File: config.mk
export PLATFORM = sky130hd
export DESIGN_NAME = cmd_sequencer
export DESIGN_NICKNAME = d
export VERILOG_FILES = /design/src/rtl/cmd_sequencer.sv
export SDC_FILE = /design/constraint.sdc
export NUM_CORES = 1
export LEC_CHECK = 0
export BUFFER_PORTS_ARGS = -buffer_cell sky130_fd_sc_hd__buf_4
export CAP_MARGIN = 20
export CORE_ASPECT_RATIO = 0.9
export CORE_MARGIN = 4
export CORE_UTILIZATION = 48
export DETAILED_ROUTE_END_ITERATION = 6
export PLACE_DENSITY = 0.7
export SLEW_MARGIN = 25
export SYNTH_ARGS = -nofsm -noshare
export SYNTH_HDL_FRONTEND = slang
export SYNTH_SLANG_ARGS = --single-unit
File: constraint.sdc
create_clock -name clk -period 3.8 [get_ports clk]
set_clock_uncertainty 0.1 [all_clocks]
set_input_delay 0.76 -clock clk [delete_from_list [all_inputs] [get_ports clk]]
set_output_delay 0.76 -clock clk [all_outputs]
set_load 0.005 [all_outputs]
File: src/rtl/cmd_sequencer.sv
// Command-script engine feeding RemoteComm: queues 16-bit commands, sends them one at a time,
// and checks each response byte against 8'hA5. Define SEQ_GAP_EN for an idle gap between commands.
module cmd_sequencer #(
  parameter int DEPTH   = 8,
  parameter int TMO_W   = 24,
  parameter int TMO_CYC = 10000000,
  parameter int GAP_CYC = 150000
) (
  input  logic                     clk,
  input  logic                     rst_n,
  input  logic                     load,
  input  logic [15:0]              load_cmd,
  input  logic                     start,
  output logic [15:0]              cmd,
  output logic                     send_cmd,
  input  logic                     cmd_sent,
  input  logic                     resp_rdy,
  input  logic [7:0]               resp,
  output logic                     busy,
  output logic                     done,
  output logic                     err,
  output logic [1:0]               err_code,
  output logic [$clog2(DEPTH):0]   n_done,
  output logic                     full,
  output logic                     empty
);

  // state      | meaning
  // IDLE       | waiting for load/start after reset
  // LOAD_CMD   | head of FIFO has just been popped into cmd
  // SEND       | send_cmd pulse to RemoteComm
  // WAIT_SENT  | waiting for cmd_sent, timeout armed
  // WAIT_RESP  | waiting for resp_rdy, timeout re-armed per response
  // GAP        | inter-command idle time (SEQ_GAP_EN only)
  // DONE       | all commands completed, done held
  // ERR        | run aborted, FIFO flushed, err held

  localparam int AW = $clog2(DEPTH);
  localparam logic [TMO_W-1:0] TMO_LD  = TMO_W'(TMO_CYC - 1);
  localparam logic [7:0]       RESP_OK = 8'hA5;

  typedef enum logic [2:0] {
    ST_IDLE      = 3'd0,
    ST_LOAD_CMD  = 3'd1,
    ST_SEND      = 3'd2,
    ST_WAIT_SENT = 3'd3,
    ST_WAIT_RESP = 3'd4,
    ST_DONE      = 3'd5,
    ST_ERR       = 3'd6
`ifdef SEQ_GAP_EN
    , ST_GAP     = 3'd7
`endif
  } state_t;

  state_t state, state_nxt;

  logic [15:0]      mem [DEPTH];
  logic [AW:0]      wr_ptr, rd_ptr;
  logic [TMO_W-1:0] tmo_cnt;
  logic [1:0]       resp_left;

  logic idle_like, load_ok, load_ovf, start_ok;
  logic pop, tmo_load, resp_load, resp_dec, cmd_ok, err_set, done_set;
  logic [1:0] err_code_nxt;

  assign empty     = (wr_ptr == rd_ptr);
  assign full      = (wr_ptr[AW] != rd_ptr[AW]) && (wr_ptr[AW-1:0] == rd_ptr[AW-1:0]);
  assign idle_like = (state == ST_IDLE) || (state == ST_DONE) || (state == ST_ERR);
  assign load_ok   = load && idle_like && !full;
  assign load_ovf  = load && idle_like && full;
  assign start_ok  = start && idle_like;
  assign busy      = !idle_like;
  assign send_cmd  = (state == ST_SEND);

`ifdef SEQ_GAP_EN
  localparam logic [TMO_W-1:0] GAP_LD = TMO_W'(GAP_CYC - 1);
  logic [TMO_W-1:0] gap_cnt;
  logic             gap_load;

  always_ff @(posedge clk or negedge rst_n) begin
    if (!rst_n)                              gap_cnt <= '0;
    else if (gap_load)                       gap_cnt <= GAP_LD;
    else if (state == ST_GAP && gap_cnt != '0) gap_cnt <= gap_cnt - 1'b1;
  end
`endif

  always_ff @(posedge clk or negedge rst_n) begin
    if (!rst_n) state <= ST_IDLE;
    else        state <= state_nxt;
  end

  always_comb begin
    state_nxt    = state;
    pop          = 1'b0;
    tmo_load     = 1'b0;
    resp_load    = 1'b0;
    resp_dec     = 1'b0;
    cmd_ok       = 1'b0;
    err_set      = 1'b0;
    err_code_nxt = 2'b00;
    done_set     = 1'b0;
`ifdef SEQ_GAP_EN
    gap_load     = 1'b0;
`endif
    case (state)
      ST_IDLE, ST_DONE, ST_ERR: begin
        if (start) begin
          if (empty) begin
            state_nxt = ST_DONE;
            done_set  = 1'b1;
          end else begin
            state_nxt = ST_LOAD_CMD;
            pop       = 1'b1;
          end
        end
      end
      ST_LOAD_CMD: state_nxt = ST_SEND;
      ST_SEND: begin
        state_nxt = ST_WAIT_SENT;
        tmo_load  = 1'b1;
      end
      ST_WAIT_SENT: begin
        // cmd_sent beats a same-cycle timeout; resp_rdy here is ignored
        if (cmd_sent) begin
          state_nxt = ST_WAIT_RESP;
          tmo_load  = 1'b1;
          resp_load = 1'b1;
        end else if (tmo_cnt == '0) begin
          state_nxt    = ST_ERR;
          err_set      = 1'b1;
          err_code_nxt = 2'b01;
        end
      end
      ST_WAIT_RESP: begin
        if (resp_rdy) begin
          if (resp != RESP_OK) begin
            state_nxt    = ST_ERR;
            err_set      = 1'b1;
            err_code_nxt = 2'b10;
          end else if (resp_left == 2'd1) begin
            cmd_ok = 1'b1;
            if (empty) begin
              state_nxt = ST_DONE;
              done_set  = 1'b1;
            end else begin
`ifdef SEQ_GAP_EN
              state_nxt = ST_GAP;
              gap_load  = 1'b1;
`else
              state_nxt = ST_LOAD_CMD;
              pop       = 1'b1;
`endif
            end
          end else begin
            resp_dec = 1'b1;
            tmo_load = 1'b1;
          end
        end else if (tmo_cnt == '0) begin
          state_nxt    = ST_ERR;
          err_set      = 1'b1;
          err_code_nxt = 2'b01;
        end
      end
`ifdef SEQ_GAP_EN
      ST_GAP: begin
        if (gap_cnt == '0) begin
          state_nxt = ST_LOAD_CMD;
          pop       = 1'b1;
        end
      end
`endif
      default: state_nxt = ST_IDLE;
    endcase
  end

  always_ff @(posedge clk) begin
    if (load_ok) mem[wr_ptr[AW-1:0]] <= load_cmd;
  end

  always_ff @(posedge clk or negedge rst_n) begin
    if (!rst_n) begin
      wr_ptr    <= '0;
      rd_ptr    <= '0;
      cmd       <= 16'h0000;
      tmo_cnt   <= '0;
      resp_left <= 2'd0;
      done      <= 1'b0;
      err       <= 1'b0;
      err_code  <= 2'b00;
      n_done    <= '0;
    end else begin
      if (load_ok) wr_ptr <= wr_ptr + 1'b1;
      // cmd is updated on entry to LOAD_CMD so it is already stable the cycle before send_cmd
      if (pop) begin
        cmd    <= mem[rd_ptr[AW-1:0]];
        rd_ptr <= rd_ptr + 1'b1;
      end
      if (err_set) rd_ptr <= wr_ptr;

      if (tmo_load)
        tmo_cnt <= TMO_LD;
      else if ((state == ST_WAIT_SENT || state == ST_WAIT_RESP) && tmo_cnt != '0)
        tmo_cnt <= tmo_cnt - 1'b1;

      if (resp_load)     resp_left <= (cmd[15:12] == 4'b0100) ? 2'd2 : 2'd1;
      else if (resp_dec) resp_left <= resp_left - 1'b1;

      if (start_ok) begin
        done     <= 1'b0;
        err      <= 1'b0;
        err_code <= 2'b00;
        n_done   <= '0;
      end
      if (cmd_ok)   n_done <= n_done + 1'b1;
      if (done_set) done   <= 1'b1;
      if (err_set) begin
        err      <= 1'b1;
        err_code <= err_code_nxt;
      end
      if (load_ovf) begin
        err      <= 1'b1;
        err_code <= 2'b11;
      end
    end
  end

endmodule

; ---- Yosys cells after proc, flatten, opt, wreduce, memory -nomap -nowiden
; Memory sizes are Yosys's and may differ from the RTL's. A register that Yosys moved wholly into a read port is not among the register bits.
; Index checks and enable logic that the tools add are counted.
[classes]
n_eq_ne = 14
reduce_logical = 23
muxes = 59
addsub = 5
[op_table]
columns = operator, count
row1 = $mux 24, 2
row2 = $mux 1, 32
row3 = $logic_not 24->1, 1
row4 = $reduce_bool 24->1, 1
row5 = $sub 24x1->24 const B, 1
row6 = $mux 3, 7
row7 = $mux 2, 8
row8 = $mux 4, 4
row9 = $pmux 3 s5, 1
row10 = $add 4x1->4 const B, 3
row11 = $reduce_bool 2->1, 5
row12 = $eq 3x3->1 const B, 3
row13 = $ne 8x8->1 const B, 1
row14 = $eq 3x2->1 const B, 2
row15 = $logic_and 1x1->1, 6
row16 = $pmux 1 s2, 3
row17 = $eq 4x3->1 const B, 1
row18 = $eq 4x4->1, 1
row19 = $ne 4x4->1 const B, 1
row20 = $pmux 2 s2, 1
row21 = $eq 3x1->1 const B, 1
row22 = $eq 3x3->1, 1
row23 = $logic_not 1->1, 3
row24 = $logic_not 3->1, 1
row25 = other kinds (9), 11
[word_totals]
memories = 1
wordCells = 111
out_inout_bits = 28
reg_bits = 45
input_bits = 30
ram_bits = 128
[memory_table]
columns = name, words, width, rd, rd_ports_with_merged_regs, wr, line_no
row1 = mem, 8, 16, 1, 1, 1, 57  ; logic [15:0] mem [DEPTH];

; ---- Longest topological paths before layout
[logic_depth]
word_depth = 8
depth_mapped = 8
depth_no_buf = 7

; ---- Worst setup path after synthesis
; Ideal clock, no wire load.
[synth_path]
path_kind = register -> register
startpoint = register wr_ptr[0]
endpoint = memory mem[0][0], enable pin
setup_slack_ps = 706
arrival_time_ps = 2585
n_path_buf = 1
synth_period_minus_slack_ps = 3094
t_required_ps = 3291
path_stages_with_launch = 7
setup_time_ps = 409
cell_sequence = dfrtp_1 clkbuf_1 xnor2_1 and4b_1 nor3b_2 nand2b_1 nor3_1
[synth_between]
elab_chain_cells = 6
[synth_lines]
columns = item, line_no
row1 = "start, declared", 58  ; logic [AW:0] wr_ptr, rd_ptr;
row2 = "start signal, assigned", 192  ; if (load_ok) wr_ptr <= wr_ptr + 1'b1;
row3 = $eq 3x3->1, 67  ; assign full = (wr_ptr[AW] != rd_ptr[AW]) && (wr_ptr[AW-1:0] == rd_ptr[AW-1:0]);
row4 = $logic_and 1x1->1, 67
row5 = named net full, 24  ; output logic full,
row6 = $logic_not 1->1, 69  ; assign load_ok = load && idle_like && !full;
row7 = $logic_and 1x1->1, 69
row8 = $mux 1, 177  ; if (load_ok) mem[wr_ptr[AW-1:0]] <= load_cmd;
row9 = $mux 1 (not written as such), 177
row10 = "end, declared", 57
; The timed path passes the listed nets, and every way through them passes these cells.

; ---- Worst setup path in the final report
[layout_path]
startpoint = register wr_ptr[0]
endpoint = output port empty
[layout_between]
elab_chain_cells = 1
[layout_lines]
columns = item, line_no
row1 = $eq 4x4->1, 66  ; assign empty = (wr_ptr == rd_ptr);
row2 = "end, declared", 25  ; output logic empty
; No other way between the ends.

==> impl_metrics.env <==
export IMPL_drc=0
export IMPL_status="finished clean"
export IMPL_hold_buffers=0
export IMPL_final_instance_count_excl_fill=813
export IMPL_maxSlewViolCount=0
export IMPL_ys_ff_latch=189
export IMPL_setup_tns_ps=0
export IMPL_final_area_sq_mm=0.00932
export IMPL_cts_root_buf="clkbuf_16"
export IMPL_core_rowCount=44
export IMPL_fin_crit_ps=2720
export IMPL_start_util=0.495
export IMPL_drv_cap=0
export IMPL_hpwlAfterDp_mm=9.95
export IMPL_hold_violations=0
export IMPL_post_cts_buffers=0
export IMPL_place_inst=781
export IMPL_peakVddDrop_uv=464
export IMPL_antenna_diode_count=0
export IMPL_layout_drive_gt1_share=0.257
export IMPL_min_path_type="input port to async pin"
export IMPL_ys_seq_area_frac=0.665
export IMPL_io_pins=58
export IMPL_cpLargestDelayFamily="flip-flops"
export IMPL_tritoncts="yes"
export IMPL_path_class="register to output pin"
export IMPL_numClockSinks=189
export IMPL_gp_routability_congestion=0.781
export IMPL_layout_common_cells="128 x edfxtp_1, 71 x buf_4, 60 x dfrtp_1"
export IMPL_drt_iter0_markers=330
export IMPL_ys_warnings_count=0
export IMPL_setup_violations=0
export IMPL_p_leak_nw=3.29
export IMPL_die_h_um=131
export IMPL_synthArstFlopShare=0.323
export IMPL_rsz0062_at_grt="false"
export IMPL_insertion_delay_ps=420
export IMPL_crit_arrival_ps=1860
export IMPL_path_cells="xnor2_1, nand4_1, inv_1, buf_4"
export IMPL_nets=629
export IMPL_grt_pass1_vias=4744
export IMPL_critical_path_buf_inv_count=2
export IMPL_grt_usage=0.182
export IMPL_relSlewSlack=0.467
export IMPL_htreeDepth=4
export IMPL_cts_resized_gates=0
export IMPL_critPathLaunchType="register"
export IMPL_io_buffers=57
export IMPL_synth_edf_count=128
export IMPL_syn_avg_cell_area_sq_um=15.3
export IMPL_cp_slowest_cell="dfrtp_1"
export IMPL_critPathMaxFanout=10
export IMPL_powerDensity_mw_per_mm2=670
export IMPL_vias=4750
export IMPL_post_drt_wl_per_cell_um=20.2
export IMPL_fmax_mhz=368
export IMPL_switching_share=0.320
export IMPL_die_w_um=145
export IMPL_power_frac_comb=0.296
export IMPL_cp_end_kind="output pin"
export IMPL_worst_pin_slew_ps=800
export IMPL_drtPass1Iterations=5
export IMPL_hold_ws_ps=322
export IMPL_finalCritPeriodShare=0.714
export IMPL_cts_buffers=17
export IMPL_final_common_cell="edfxtp_1"
export IMPL_vias_per_cell=5.84
export IMPL_reg2reg_depth=6
export IMPL_p_sw_w=0.00200
export IMPL_r2r_end="cmd[13]"
export IMPL_yosysUniqueCellTypes=66
export IMPL_grt_max_degree=62
export IMPL_internal_power_w=0.00425
export IMPL_cpPeakStageDelay_ps=530
export IMPL_rrSetupSlack_ps=1100
export IMPL_postSynthCellCount=527
export IMPL_synth_flop_cell="edfxtp_1"
export IMPL_critPathRequiredTime_ps=2940
export IMPL_die_area_sq_mm=0.0190
export IMPL_antenna_found_initial=0
export IMPL_timing_rr_start="state[0]"
export IMPL_grt_overflow=0
export IMPL_cts_clk_slew_worst_paths_ps=70
export IMPL_finalPower_w=0.00624
export IMPL_cts_buffer_depth=2
export IMPL_clock_power_share=0.266
export IMPL_grt_pass1_wl_mm=25.8
export IMPL_fp_coreArea_sq_mm=0.0163
export IMPL_placed_area_sq_mm=0.00876
export IMPL_routed_wirelength_mm=16.4
export IMPL_syn_to_final_growth_pct=15.4
export IMPL_syn_num_nets=563
export IMPL_antenna_left=0
export IMPL_syn_cell_area_sq_mm=0.00807
export IMPL_p_seq_frac=0.438
-- sequential cells by signal (all words and copies together) (netlist names) --
signal and count:
resp_left 2, n_done 4, rd_ptr 4, err 1
tmo_cnt 24, mem 128, cmd 16, wr_ptr 4
err_code 2, done 1, state 3
-- cell usage after synthesis, types with 3 or more instances --
cell type,number,area share
edfxtp_1,128,0.48
dfrtp_1,61,0.19
a21oi_1,32,0.020
mux4_2,32,0.089
nor2_1,32,0.015
nand3_1,19,0.012
mux2i_1,18,0.022
nand2_1,18,0.0084
o21ai_0,18,0.011
o31ai_1,13,0.012
or3_1,12,0.0093
inv_1,11,0.0051
buf_2,10,0.0062
or4_1,10,0.0093
clkbuf_1,9,0.0042
xnor2_1,9,0.0098
nand2b_1,8,0.0062
nor3_1,7,0.0043
ha_1,6,0.0093
xor2_1,5,0.0054
nand4b_1,4,0.0043
and2_1,3,0.0023
nand4_1,3,0.0023
o211ai_1,3,0.0028
o21ai_1,3,0.0019
or2_2,3,0.0023
-- layout make-up --
cell class	instances	area, sq um
clock buffer	19	433
sequential	189	5370
multi-input combinational	303	2560
tap	207	259
fill	1280	6980
clock inverter	13	123
inverter	11	41.3
timing repair buffer	71	533
-- worst register-to-register path, stage by stage (launching register included) --
cell      delay [ps]
dfrtp_1          510
and4bb_1         390
nand4_1          370
a21oi_4          770
buf_4            300
nor2_1            60
a21oi_1          130
-- worst max-delay path by stage --
stage / from / end / depth (start not counted)
6_report: wr_ptr[0] / empty / 4
3_5_place_dp: resp[3] / cmd[13] / 7
5_1_grt: state[1] / cmd[13] / 6
3_3_place_gp: resp[3] / cmd[14] / 7
2_1_floorplan: wr_ptr[0] / mem[0][0] / 6
4_1_cts: wr_ptr[1] / empty / 4
-- metrics by stage --
step | worst slack [ps] | util
floorplan | 706 | -
global placement | 943 | 0.538
detailed placement | 834 | 0.538
CTS | 1080 | 0.572
global route | 913 | 0.572
finish | 1080 | 0.572
-- cells by family after synthesis --
family | after synthesis | share of synthesized area
DFF | 189 | 0.665
buffers and inverters | 35 | 0.0202
xor gates and xnor gates | 14 | 0.0152
muxes | 51 | 0.113
and+or+nand+nor | 144 | 0.106
AOI/OAI and AO/OA | 88 | 0.0715
adders and majority gates | 6 | 0.00930
-- power by group through the flow --
stage | registers, W | clock network [W] | logic [W]
final | 0.00273 | 0.00166 | 0.00185
after detailed placement | 0.00277 | 0 | 0.00187
after global placement | 0.00275 | 0 | 0.00181
after CTS | 0.00273 | 0.00171 | 0.00188
after floorplan | 0.00266 | 0 | 0.00134
after global routing | 0.00277 | 0.00180 | 0.00204
-- per-layer routing --
layer	vias to the layer above	share of wire	track usage
met5	-	0	0
met4	0	0.0042	0.0406
met3	7	0.053	0.0480
met2	132	0.49	0.293
met1	2413	0.45	0.252
li1	2198	-	-
Power figures use the tool's default switching activity.
